**config.mk**
```make
export PLATFORM = sky130hd
export DESIGN_NAME = ex_stage_flat
export DESIGN_NICKNAME = d
export VERILOG_FILES = /design/src/rtl/ex_stage_if.sv /design/src/rtl/ex_stage.sv /design/src/flat_wrapper.sv
export SDC_FILE = /design/constraint.sdc
export NUM_CORES = 1
export LEC_CHECK = 0
export ABC_AREA = 1
export CAP_MARGIN = 5
export CELL_PAD_IN_SITES_DETAIL_PLACEMENT = 1
export CELL_PAD_IN_SITES_GLOBAL_PLACEMENT = 2
export CORE_ASPECT_RATIO = 1.25
export CORE_MARGIN = 10
export CORE_UTILIZATION = 32
export CTS_CLUSTER_SIZE = 24
export DETAILED_ROUTE_END_ITERATION = 12
export HOLD_SLACK_MARGIN = 0.15
export PLACE_DENSITY = 0.9
export SLEW_MARGIN = 5
export SYNTH_ARGS = -nofsm -noshare
export SYNTH_HDL_FRONTEND = slang
export SYNTH_SLANG_ARGS = --single-unit
export TNS_END_PERCENT = 100
```
**constraint.sdc**
```tcl
create_clock -name clk -period 8.44 [get_ports clk]
set_clock_uncertainty 0.1 [all_clocks]
set_input_delay 1.688 -clock clk [delete_from_list [all_inputs] [get_ports clk]]
set_output_delay 1.688 -clock clk [all_outputs]
set_load 0.05 [all_outputs]
```
**src/rtl/ex_stage_if.sv**
```systemverilog
// ID/EX operand bundle, WB bypass and EX/MEM result bundle around the execute stage.
// Upstream/bench drives through master; the execute stage sits on slave.
interface ex_stage_if #(
  parameter int DATA_W = 8,
  parameter int REG_AW = 3,
  parameter int FUNC_W = 5
);
  logic [REG_AW-1:0] rd_in;
  logic [REG_AW-1:0] rt_in;
  logic [REG_AW-1:0] rs_in;
  logic [FUNC_W-1:0] func_in;
  logic [DATA_W-1:0] rs_data_in;
  logic [DATA_W-1:0] rt_data_in;
  logic [DATA_W-1:0] imm_in;
  logic              wb_we;
  logic [REG_AW-1:0] wb_dst;
  logic [DATA_W-1:0] wb_data;
  logic              hold;
  logic              flush;
  logic              ex_busy;
  logic [DATA_W-1:0] alu_out;
  logic [DATA_W-1:0] store_out;
  logic [REG_AW-1:0] dst_out;
  logic              reg_we_out;
  logic              mem_re_out;
  logic              mem_we_out;
  logic              z_flag;
  logic              c_flag;

  modport master (
    output rd_in, rt_in, rs_in, func_in, rs_data_in, rt_data_in, imm_in,
    output wb_we, wb_dst, wb_data, hold, flush,
    input  ex_busy, alu_out, store_out, dst_out, reg_we_out, mem_re_out, mem_we_out,
    input  z_flag, c_flag
  );

  modport slave (
    input  rd_in, rt_in, rs_in, func_in, rs_data_in, rt_data_in, imm_in,
    input  wb_we, wb_dst, wb_data, hold, flush,
    output ex_busy, alu_out, store_out, dst_out, reg_we_out, mem_re_out, mem_we_out,
    output z_flag, c_flag
  );
endinterface

```
**src/rtl/ex_stage.sv**
```systemverilog
// Execute stage: operand forwarding, ALU, 8-step shift-add MUL into the EX/MEM register.
// 1 cycle for ALU ops, 9 for MUL; ex_busy stalls ID/EX during MUL or hold.
module ex_stage #(
  parameter int DATA_W = 8,
  parameter int REG_AW = 3,
  parameter int FUNC_W = 5
) (
  input  logic     clk,
  input  logic     rst,
  ex_stage_if.slave bus
);
  localparam int CW = $clog2(DATA_W);
  localparam logic [CW-1:0] CNT_LAST = CW'(DATA_W - 1);

  localparam logic [FUNC_W-1:0] F_ADD  = FUNC_W'(1);
  localparam logic [FUNC_W-1:0] F_SUB  = FUNC_W'(2);
  localparam logic [FUNC_W-1:0] F_AND  = FUNC_W'(3);
  localparam logic [FUNC_W-1:0] F_OR   = FUNC_W'(4);
  localparam logic [FUNC_W-1:0] F_XOR  = FUNC_W'(5);
  localparam logic [FUNC_W-1:0] F_ADDI = FUNC_W'(7);
  localparam logic [FUNC_W-1:0] F_LW   = FUNC_W'(8);
  localparam logic [FUNC_W-1:0] F_SW   = FUNC_W'(9);
  localparam logic [FUNC_W-1:0] F_MUL  = FUNC_W'(10);
  localparam logic [FUNC_W-1:0] F_SHL  = FUNC_W'(11);
  localparam logic [FUNC_W-1:0] F_SHR  = FUNC_W'(12);

  typedef enum logic {IDLE, RUN} state_t;
  state_t state, state_n;

  logic [DATA_W-1:0] alu_q, store_q;
  logic [REG_AW-1:0] dst_q;
  logic              we_q, re_q, mwe_q, z_q, c_q;

  logic [CW-1:0]     cnt;
  logic [DATA_W-1:0] mcand, mplier, acc, acc_next;
  logic [REG_AW-1:0] mul_rd;

  logic [DATA_W-1:0] rs_fwd, rt_fwd;
  logic              exmem_fwd_ok;

  // Loads are excluded from EX/MEM bypass: their alu_out is an address, not data.
  assign exmem_fwd_ok = we_q & ~re_q;

  always_comb begin
    rs_fwd = bus.rs_data_in;
    if (exmem_fwd_ok && dst_q == bus.rs_in)            rs_fwd = alu_q;
    else if (bus.wb_we && bus.wb_dst == bus.rs_in)     rs_fwd = bus.wb_data;
    rt_fwd = bus.rt_data_in;
    if (exmem_fwd_ok && dst_q == bus.rt_in)            rt_fwd = alu_q;
    else if (bus.wb_we && bus.wb_dst == bus.rt_in)     rt_fwd = bus.wb_data;
  end

  // Single-cycle decode
  logic [DATA_W-1:0] res;
  logic              carry, wr_c, wr_z, d_we, d_re, d_mwe, is_mul;
  logic [REG_AW-1:0] d_dst;

  always_comb begin
    res    = '0;
    carry  = 1'b0;
    wr_c   = 1'b0;
    wr_z   = 1'b0;
    d_we   = 1'b0;
    d_re   = 1'b0;
    d_mwe  = 1'b0;
    is_mul = 1'b0;
    d_dst  = bus.rd_in;
    case (bus.func_in)
      F_ADD:  begin {carry, res} = {1'b0, rs_fwd} + {1'b0, rt_fwd}; wr_c = 1'b1; wr_z = 1'b1; d_we = 1'b1; end
      F_SUB:  begin {carry, res} = {1'b0, rs_fwd} - {1'b0, rt_fwd}; wr_c = 1'b1; wr_z = 1'b1; d_we = 1'b1; end
      F_AND:  begin res = rs_fwd & rt_fwd; wr_z = 1'b1; d_we = 1'b1; end
      F_OR:   begin res = rs_fwd | rt_fwd; wr_z = 1'b1; d_we = 1'b1; end
      F_XOR:  begin res = rs_fwd ^ rt_fwd; wr_z = 1'b1; d_we = 1'b1; end
      F_ADDI: begin
        {carry, res} = {1'b0, rs_fwd} + {1'b0, bus.imm_in};
        wr_c = 1'b1; wr_z = 1'b1; d_we = 1'b1; d_dst = bus.rt_in;
      end
      F_LW:   begin res = rs_fwd + bus.imm_in; d_we = 1'b1; d_re = 1'b1; d_dst = bus.rt_in; end
      F_SW:   begin res = rs_fwd + bus.imm_in; d_mwe = 1'b1; d_dst = bus.rt_in; end
      F_MUL:  is_mul = 1'b1;
      F_SHL:  begin res = rs_fwd << rt_fwd[2:0]; wr_z = 1'b1; d_we = 1'b1; end
      F_SHR:  begin res = rs_fwd >> rt_fwd[2:0]; wr_z = 1'b1; d_we = 1'b1; end
      default: ;
    endcase
  end

  assign acc_next = acc + (mplier[0] ? mcand : '0);

  // FSM next state and stall
  logic busy, mul_start;

  always_comb begin
    state_n   = state;
    busy      = 1'b0;
    mul_start = 1'b0;
    if (bus.hold) begin
      busy = 1'b1;
    end else begin
      case (state)
        IDLE: if (is_mul && !bus.flush) begin
          state_n   = RUN;
          busy      = 1'b1;
          mul_start = 1'b1;
        end
        RUN: begin
          if (bus.flush || cnt == CNT_LAST) state_n = IDLE;
          else                              busy    = 1'b1;
        end
        default: state_n = IDLE;
      endcase
    end
  end

  // Next EX/MEM contents; anything not explicitly written is a bubble.
  logic [DATA_W-1:0] n_alu, n_store;
  logic [REG_AW-1:0] n_dst;
  logic              n_we, n_re, n_mwe, n_z, n_c;

  always_comb begin
    n_alu   = '0;
    n_store = '0;
    n_dst   = '0;
    n_we    = 1'b0;
    n_re    = 1'b0;
    n_mwe   = 1'b0;
    n_z     = z_q;
    n_c     = c_q;
    if (state == RUN) begin
      if (!bus.flush && cnt == CNT_LAST) begin
        n_alu = acc_next;
        n_dst = mul_rd;
        n_we  = 1'b1;
        n_z   = (acc_next == '0);
      end
    end else if (!bus.flush && (d_we || d_mwe)) begin
      n_alu   = res;
      n_store = rt_fwd;
      n_dst   = d_dst;
      n_we    = d_we;
      n_re    = d_re;
      n_mwe   = d_mwe;
      if (wr_z) n_z = (res == '0);
      if (wr_c) n_c = carry;
    end
  end

  always_ff @(posedge clk) begin
    if (rst) state <= IDLE;
    else     state <= state_n;
  end

  always_ff @(posedge clk) begin
    if (rst) begin
      alu_q   <= '0;
      store_q <= '0;
      dst_q   <= '0;
      we_q    <= 1'b0;
      re_q    <= 1'b0;
      mwe_q   <= 1'b0;
      z_q     <= 1'b0;
      c_q     <= 1'b0;
      cnt     <= '0;
      mcand   <= '0;
      mplier  <= '0;
      acc     <= '0;
      mul_rd  <= '0;
    end else if (!bus.hold) begin
      alu_q   <= n_alu;
      store_q <= n_store;
      dst_q   <= n_dst;
      we_q    <= n_we;
      re_q    <= n_re;
      mwe_q   <= n_mwe;
      z_q     <= n_z;
      c_q     <= n_c;
      if (mul_start) begin
        mcand  <= rs_fwd;
        mplier <= rt_fwd;
        acc    <= '0;
        cnt    <= '0;
        mul_rd <= bus.rd_in;
      end else if (state == RUN) begin
        if (bus.flush) begin
          cnt <= '0;
        end else begin
          cnt    <= cnt + 1'b1;
          acc    <= acc_next;
          mcand  <= mcand << 1;
          mplier <= mplier >> 1;
        end
      end
    end
  end

  assign bus.ex_busy    = busy;
  assign bus.alu_out    = alu_q;
  assign bus.store_out  = store_q;
  assign bus.dst_out    = dst_q;
  assign bus.reg_we_out = we_q;
  assign bus.mem_re_out = re_q;
  assign bus.mem_we_out = mwe_q;
  assign bus.z_flag     = z_q;
  assign bus.c_flag     = c_q;
endmodule
```
**src/flat_wrapper.sv**
```systemverilog
// flat-port wrapper written by rule: the top's interface ports become plain ports
module ex_stage_flat 
#(
  parameter int DATA_W = 8,
  parameter int REG_AW = 3,
  parameter int FUNC_W = 5
)
  (clk, rst, bus_rd_in, bus_rt_in, bus_rs_in, bus_func_in, bus_rs_data_in, bus_rt_data_in, bus_imm_in, bus_wb_we, bus_wb_dst, bus_wb_data, bus_hold, bus_flush, bus_ex_busy, bus_alu_out, bus_store_out, bus_dst_out, bus_reg_we_out, bus_mem_re_out, bus_mem_we_out, bus_z_flag, bus_c_flag);
  ex_stage_if #(.DATA_W(DATA_W), .REG_AW(REG_AW), .FUNC_W(FUNC_W)) bus_i ();
  input  logic clk;
  input  logic rst;
  input wire logic [$bits(bus_i.rd_in)-1:0] bus_rd_in;
  input wire logic [$bits(bus_i.rt_in)-1:0] bus_rt_in;
  input wire logic [$bits(bus_i.rs_in)-1:0] bus_rs_in;
  input wire logic [$bits(bus_i.func_in)-1:0] bus_func_in;
  input wire logic [$bits(bus_i.rs_data_in)-1:0] bus_rs_data_in;
  input wire logic [$bits(bus_i.rt_data_in)-1:0] bus_rt_data_in;
  input wire logic [$bits(bus_i.imm_in)-1:0] bus_imm_in;
  input wire logic [$bits(bus_i.wb_we)-1:0] bus_wb_we;
  input wire logic [$bits(bus_i.wb_dst)-1:0] bus_wb_dst;
  input wire logic [$bits(bus_i.wb_data)-1:0] bus_wb_data;
  input wire logic [$bits(bus_i.hold)-1:0] bus_hold;
  input wire logic [$bits(bus_i.flush)-1:0] bus_flush;
  output wire logic [$bits(bus_i.ex_busy)-1:0] bus_ex_busy;
  output wire logic [$bits(bus_i.alu_out)-1:0] bus_alu_out;
  output wire logic [$bits(bus_i.store_out)-1:0] bus_store_out;
  output wire logic [$bits(bus_i.dst_out)-1:0] bus_dst_out;
  output wire logic [$bits(bus_i.reg_we_out)-1:0] bus_reg_we_out;
  output wire logic [$bits(bus_i.mem_re_out)-1:0] bus_mem_re_out;
  output wire logic [$bits(bus_i.mem_we_out)-1:0] bus_mem_we_out;
  output wire logic [$bits(bus_i.z_flag)-1:0] bus_z_flag;
  output wire logic [$bits(bus_i.c_flag)-1:0] bus_c_flag;
  assign bus_i.rd_in = bus_rd_in;
  assign bus_i.rt_in = bus_rt_in;
  assign bus_i.rs_in = bus_rs_in;
  assign bus_i.func_in = bus_func_in;
  assign bus_i.rs_data_in = bus_rs_data_in;
  assign bus_i.rt_data_in = bus_rt_data_in;
  assign bus_i.imm_in = bus_imm_in;
  assign bus_i.wb_we = bus_wb_we;
  assign bus_i.wb_dst = bus_wb_dst;
  assign bus_i.wb_data = bus_wb_data;
  assign bus_i.hold = bus_hold;
  assign bus_i.flush = bus_flush;
  assign bus_ex_busy = bus_i.ex_busy;
  assign bus_alu_out = bus_i.alu_out;
  assign bus_store_out = bus_i.store_out;
  assign bus_dst_out = bus_i.dst_out;
  assign bus_reg_we_out = bus_i.reg_we_out;
  assign bus_mem_re_out = bus_i.mem_re_out;
  assign bus_mem_we_out = bus_i.mem_we_out;
  assign bus_z_flag = bus_i.z_flag;
  assign bus_c_flag = bus_i.c_flag;
  ex_stage #(.DATA_W(DATA_W), .REG_AW(REG_AW), .FUNC_W(FUNC_W)) u_core (.clk(clk), .rst(rst), .bus(bus_i));
endmodule
```
# --- Yosys cells after proc, flatten, opt, wreduce, memory -nomap -nowiden ---
# Cells that the tools add are included.
# Widths: inputs -> output; s select.
totals:
  reg_bits: 55
  in_bits: 54
op_classes:
  reduce_logical: 25
  shift: 2
  n_mux: 51
  eq_ne: 18
  addsub: 6
  bitwise: 7
ops:
  columns: ["op", "n"]
  rows:
  - ["$mux 8", 19]
  - ["$pmux 8 s9", 1]
  - ["$eq 5x4->1 const B", 5]
  - ["$mux 1", 22]
  - ["$mux 3", 7]
  - ["$add 8x8->9", 2]
  - ["$add 8x8->8", 2]
  - ["$logic_not 8->1", 2]
  - ["$eq 5x3->1 const B", 3]
  - ["$eq 3x3->1", 4]
  - ["$eq 5x2->1 const B", 2]
  - ["$reduce_or 9->1", 1]
  - ["$sub 8x8->9", 1]
  - ["$and 8x8->8", 1]
  - ["$or 8x8->8", 1]
  - ["$reduce_and 4->1", 2]
  - ["$reduce_or 8->1", 1]
  - ["$shl 8x3->8", 1]
  - ["$shr 8x3->8", 1]
  - ["$xor 8x8->8", 1]
  - ["$logic_and 1x1->1", 7]
  - ["$reduce_bool 2->1", 3]
  - ["$reduce_or 3->1", 2]
  - ["$eq 5x1->1 const B", 1]
  - ["13 further kinds", 17]

# --- Longest topological paths before layout ---
depth:
  word_depth: 10
  mapped_depth: 29
  mapped_depth_nobuf: 28

# --- Least setup slack after synthesis ---
# Ideal clock, no wire load.
synth_path:
  path_kind: "input to output"
  startpoint: "input bus_flush"
  endpoint: "output bus_ex_busy"
  arrival_ns: 3.622
  required_time_ns: 6.652
  path_buffers: 0
  path_slack_ns: 3.030
  path_stages: 1
  cell_sequence: "o311ai_0"
synth_via:
  elab_chain_cells: 5
  word_cells_on_any_way: 7
  classes_between: "mux: 4; reduce/logical: 3"
synth_lines:
  columns: ["element", "line_no", "source"]
  rows:
  - ["start, declared", "flat_wrapper.sv:23", "input wire logic [$bits(bus_i.flush)-1:0] bus_flush;"]
  - ["$logic_not 1->1", "ex_stage.sv:100", "IDLE: if (is_mul && !bus.flush) begin"]
  - ["$logic_and 1x1->1", "ex_stage.sv:100", null]
  - ["$mux 1", "ex_stage.sv:100", null]
  - ["$pmux 1 s2 (*)", "ex_stage.sv:99", "case (state)"]
  - ["$mux 1 (*)", "ex_stage.sv:96", "if (bus.hold) begin"]
  - ["end, declared", "flat_wrapper.sv:24", "output wire logic [$bits(bus_i.ex_busy)-1:0] bus_ex_busy;"]
# Every way passes the cells marked *; elsewhere a longest branch is shown, timed or not.

# --- Final worst setup path ---
layout_path:
  startpoint: "input bus_hold"
  endpoint: "output bus_ex_busy"
layout_via:
  elab_chain_cells: 1
layout_lines:
  columns: ["element", "line_no", "source"]
  rows:
  - ["start, declared", "flat_wrapper.sv:22", "input wire logic [$bits(bus_i.hold)-1:0] bus_hold;"]
  - ["$mux 1", "ex_stage.sv:96", null]
# Every way passes these cells.

==> out/qor.csv <==
metric,value,unit
status,"complete, no violations",
post-route-util,0.3940,
grt_overflow_total,0,
slew_headroom,0.4435,
r2r_cells,19,
synth_ff_type,dfxtp_1,
synth_edf_count,0,
cts.sinks,55,
r2r_slack,4.03,ns
async_flop_share,0,
synth_warnings,0,
cts.hold.buffers_added,0,
criticalPathCategory,in -> out,
holdPathEnd,u_core.acc[4]$_SDFFE_PP0P_,
h-tree-depth,2,
clock_tree.buffer_depth,2,
synth.area.top_cells,"dfxtp_1 21%, nand2_1 17%, ha_1 9.8%, inv_1 6.5%, nand3_1 6.2%",
leakage,2.984,nW
cts_resized,0,
fin_total_pwr,0.0007750,W
fin_hold_ws,0.3715,ns
rsz0062_at_grt,false,
cts_tree,built,
synth_area_leader_cell,dfxtp_1,
ys_types,49,
die_area,0.02228,mm^2
antenna-diode-count,0,
ioPinCount,79,
gr-usage-all-layers,0.1756,
vias,5816,
min_period_over_period,0.7288,
cp_max_fo,25,
dp_hpwl,16500,um
setup_viol,0,
die_h,164.4,um
io_buffers,78,
drt_iter0_markers,400,
ys_seq_area_frac,0.2062,
synthCells,858,
syn_area,0.005339,mm^2
syn-num-nets,958,
power_density,120.9,mW/mm^2
fin_nets,1018,
wl_per_cell,17.69,um
hp-class,reg -> reg,
wirelength,20060,um
grt_max_degree,34,
drive_above_1_share,0.06972,
root_buffer,clkbuf_16,
min_period,6.151,ns
synth-seq-cells,55,
final_antenna_net_count,0,
fp.dieW,135.5,um
synth.avg_cell_area,6.222,um^2
numCtsBuffers,5,
via_per_inst,5.129,
finalHoldViolations,0,
grt_pass1_wl,31590,um
rr_endpoint,u_core.bus.z_flag$_SDFFE_PP0P_,
clkLatencyLatePin,0.30,ns
clkTransAtPathRegs,0.07,ns
final_area,0.006409,mm^2
drcViolationCount,0,
vdd_ir_drop_max,0.07236,mV
start_kind,input pin,
yosysTopAreaCellShare,0.2062,
fin_tns_setup,0,ns
rows,52,
r2r-start,u_core.bus.reg_we_out$_SDFFE_PP0N_,
min_path_cells,2,
cts_setup_buffers,0,
placed_area,0.006250,mm^2
fmax,162.6,MHz
end_kind,output pin,
required,6.65,ns
core,0.01627,mm^2
crit_arrival,4.36,ns
slew_viol_final,0,
initial_utilization,0.3282,
antenna_found_initial,0,
gp_congestion,0.8613,
worstHoldStart,u_core.acc[4]$_SDFFE_PP0P_,
maxCapViolations,0,
syn_to_final_growth,20.04,%
drt_first_pass_iters,5,
grt_pass1_vias,5878,
worst_slew_pin_slew,0.8339,ns
[synth_stat cells (2+ instances only)]
| library cell | number |
|---|---|
| a221oi_1 | 2 |
| inv_1 | 92 |
| o21bai_1 | 2 |
| o22ai_1 | 5 |
| clkbuf_1 | 18 |
| or2_1 | 6 |
| clkinv_1 | 2 |
| buf_2 | 3 |
| buf_6 | 4 |
| nand3_1 | 66 |
| nand2_4 | 9 |
| o21ai_0 | 47 |
| nand2_2 | 14 |
| dfxtp_1 | 55 |
| a22oi_1 | 11 |
| ha_1 | 42 |
| a31oi_1 | 16 |
| o21ai_1 | 7 |
| fa_1 | 4 |
| nor3_1 | 2 |
| xnor2_1 | 5 |
| nor2_4 | 3 |
| or2_2 | 4 |
| nand2_1 | 246 |
| nor4_1 | 2 |
| o21ai_2 | 2 |
| nand4_1 | 8 |
| a21oi_1 | 65 |
| nand3_2 | 3 |
| xor2_1 | 5 |
| inv_2 | 9 |
| o211ai_1 | 7 |
| nor2_1 | 65 |
| nor2_2 | 5 |
| a21oi_2 | 4 |
| nand3b_1 | 3 |
| o311ai_0 | 3 |
[stage by stage]
stage	setup WS (ns)	std cells
after global placement	2.373	1127
final	2.289	1134
after CTS	2.271	1134
after floorplan	3.030	858
after detailed placement	2.341	1127
after global routing	2.118	1134
[critical path, cell delays in order]
cell             delay (ns)
clkdlybuf4s50_1        0.89
inv_1                  0.50
o311ai_0               0.34
clkdlybuf4s50_1        0.93
[how the worst max path moves through the flow]
stage / from / endpoint / slack, ns / cells after the start
6_report: bus_hold / bus_ex_busy / 2.29 / 4
5_1_grt: bus_hold / bus_ex_busy / 2.12 / 4
4_1_cts: bus_hold / bus_ex_busy / 2.27 / 4
3_5_place_dp: bus_hold / bus_ex_busy / 2.34 / 4
3_3_place_gp: bus_hold / bus_ex_busy / 2.37 / 4
2_1_floorplan: bus_flush / bus_ex_busy / 3.03 / 1
[per-layer routing]
metal / vias to the layer above / global-route usage / wire length [um]
met5: - / 0 / 0
met4: 0 / 0.05245 / 395
met3: 24 / 0.01216 / 823
met2: 100 / 0.3141 / 10340
met1: 2747 / 0.2193 / 8505
li1: 2945 / - / -
[kinds of logic (layout without fill, tap and decap cells)]
logic type	Yosys count	in the layout	share of synthesized area
XOR/XNOR	10	10	0.01640
flip-flops	55	55	0.2062
AND/OR/NAND/NOR	441	441	0.3724
AO/OA/AOI/OAI	175	175	0.1889
buffers and inverters	131	191	0.1026
adder cells (fa/ha/maj)	46	46	0.1134
[cells in the final DEF, fill, tap and decap left out, types with 4 or more instances in the layout]
master             n
a22oi_1           11
inv_2              9
nor2_1            65
inv_1             92
xnor2_1            5
nand2_4            9
a21oi_2            4
o21ai_0           47
o21ai_1            7
clkdlybuf4s50_1   78
fa_1               4
or2_2              4
o22ai_1            5
nand2_1          246
a21oi_1           65
nand2_2           14
o211ai_1           7
xor2_1             5
nand4_1            8
clkbuf_16          5
a31oi_1           16
nor2_2             5
dfxtp_1           55
or2_1              6
nand3_1           66
ha_1              42
[flip-flops by register name, indices dropped and copies added, names as in the netlist, 3 cells and up]
signal / flops
u_core.mul_rd: 3
u_core.acc: 8
u_core.bus.dst_out: 3
u_core.bus.store_out: 8
u_core.bus.alu_out: 8
u_core.cnt: 3
u_core.mcand: 8
u_core.mplier: 8
[report_power, final]
group          switching [W]  internal, W  leakage [nW]  total, W
clock              0.0000931     0.000139        0.0769  0.000232
combinational       0.000178    0.0000942          2.46  0.000272
sequential        0.00000647     0.000265         0.446  0.000271
[final cells by class]
cell class	instances	area (um^2)
flip-flops and latches	55	1101
fillers	2158	9857
repair buffers	80	795.8
well taps	216	270.3
clock buffers	6	128.9
multi-input cells	672	3690
inverters	104	392.9
clock inverters	1	30.03
(Power assumes the default switching activity.)
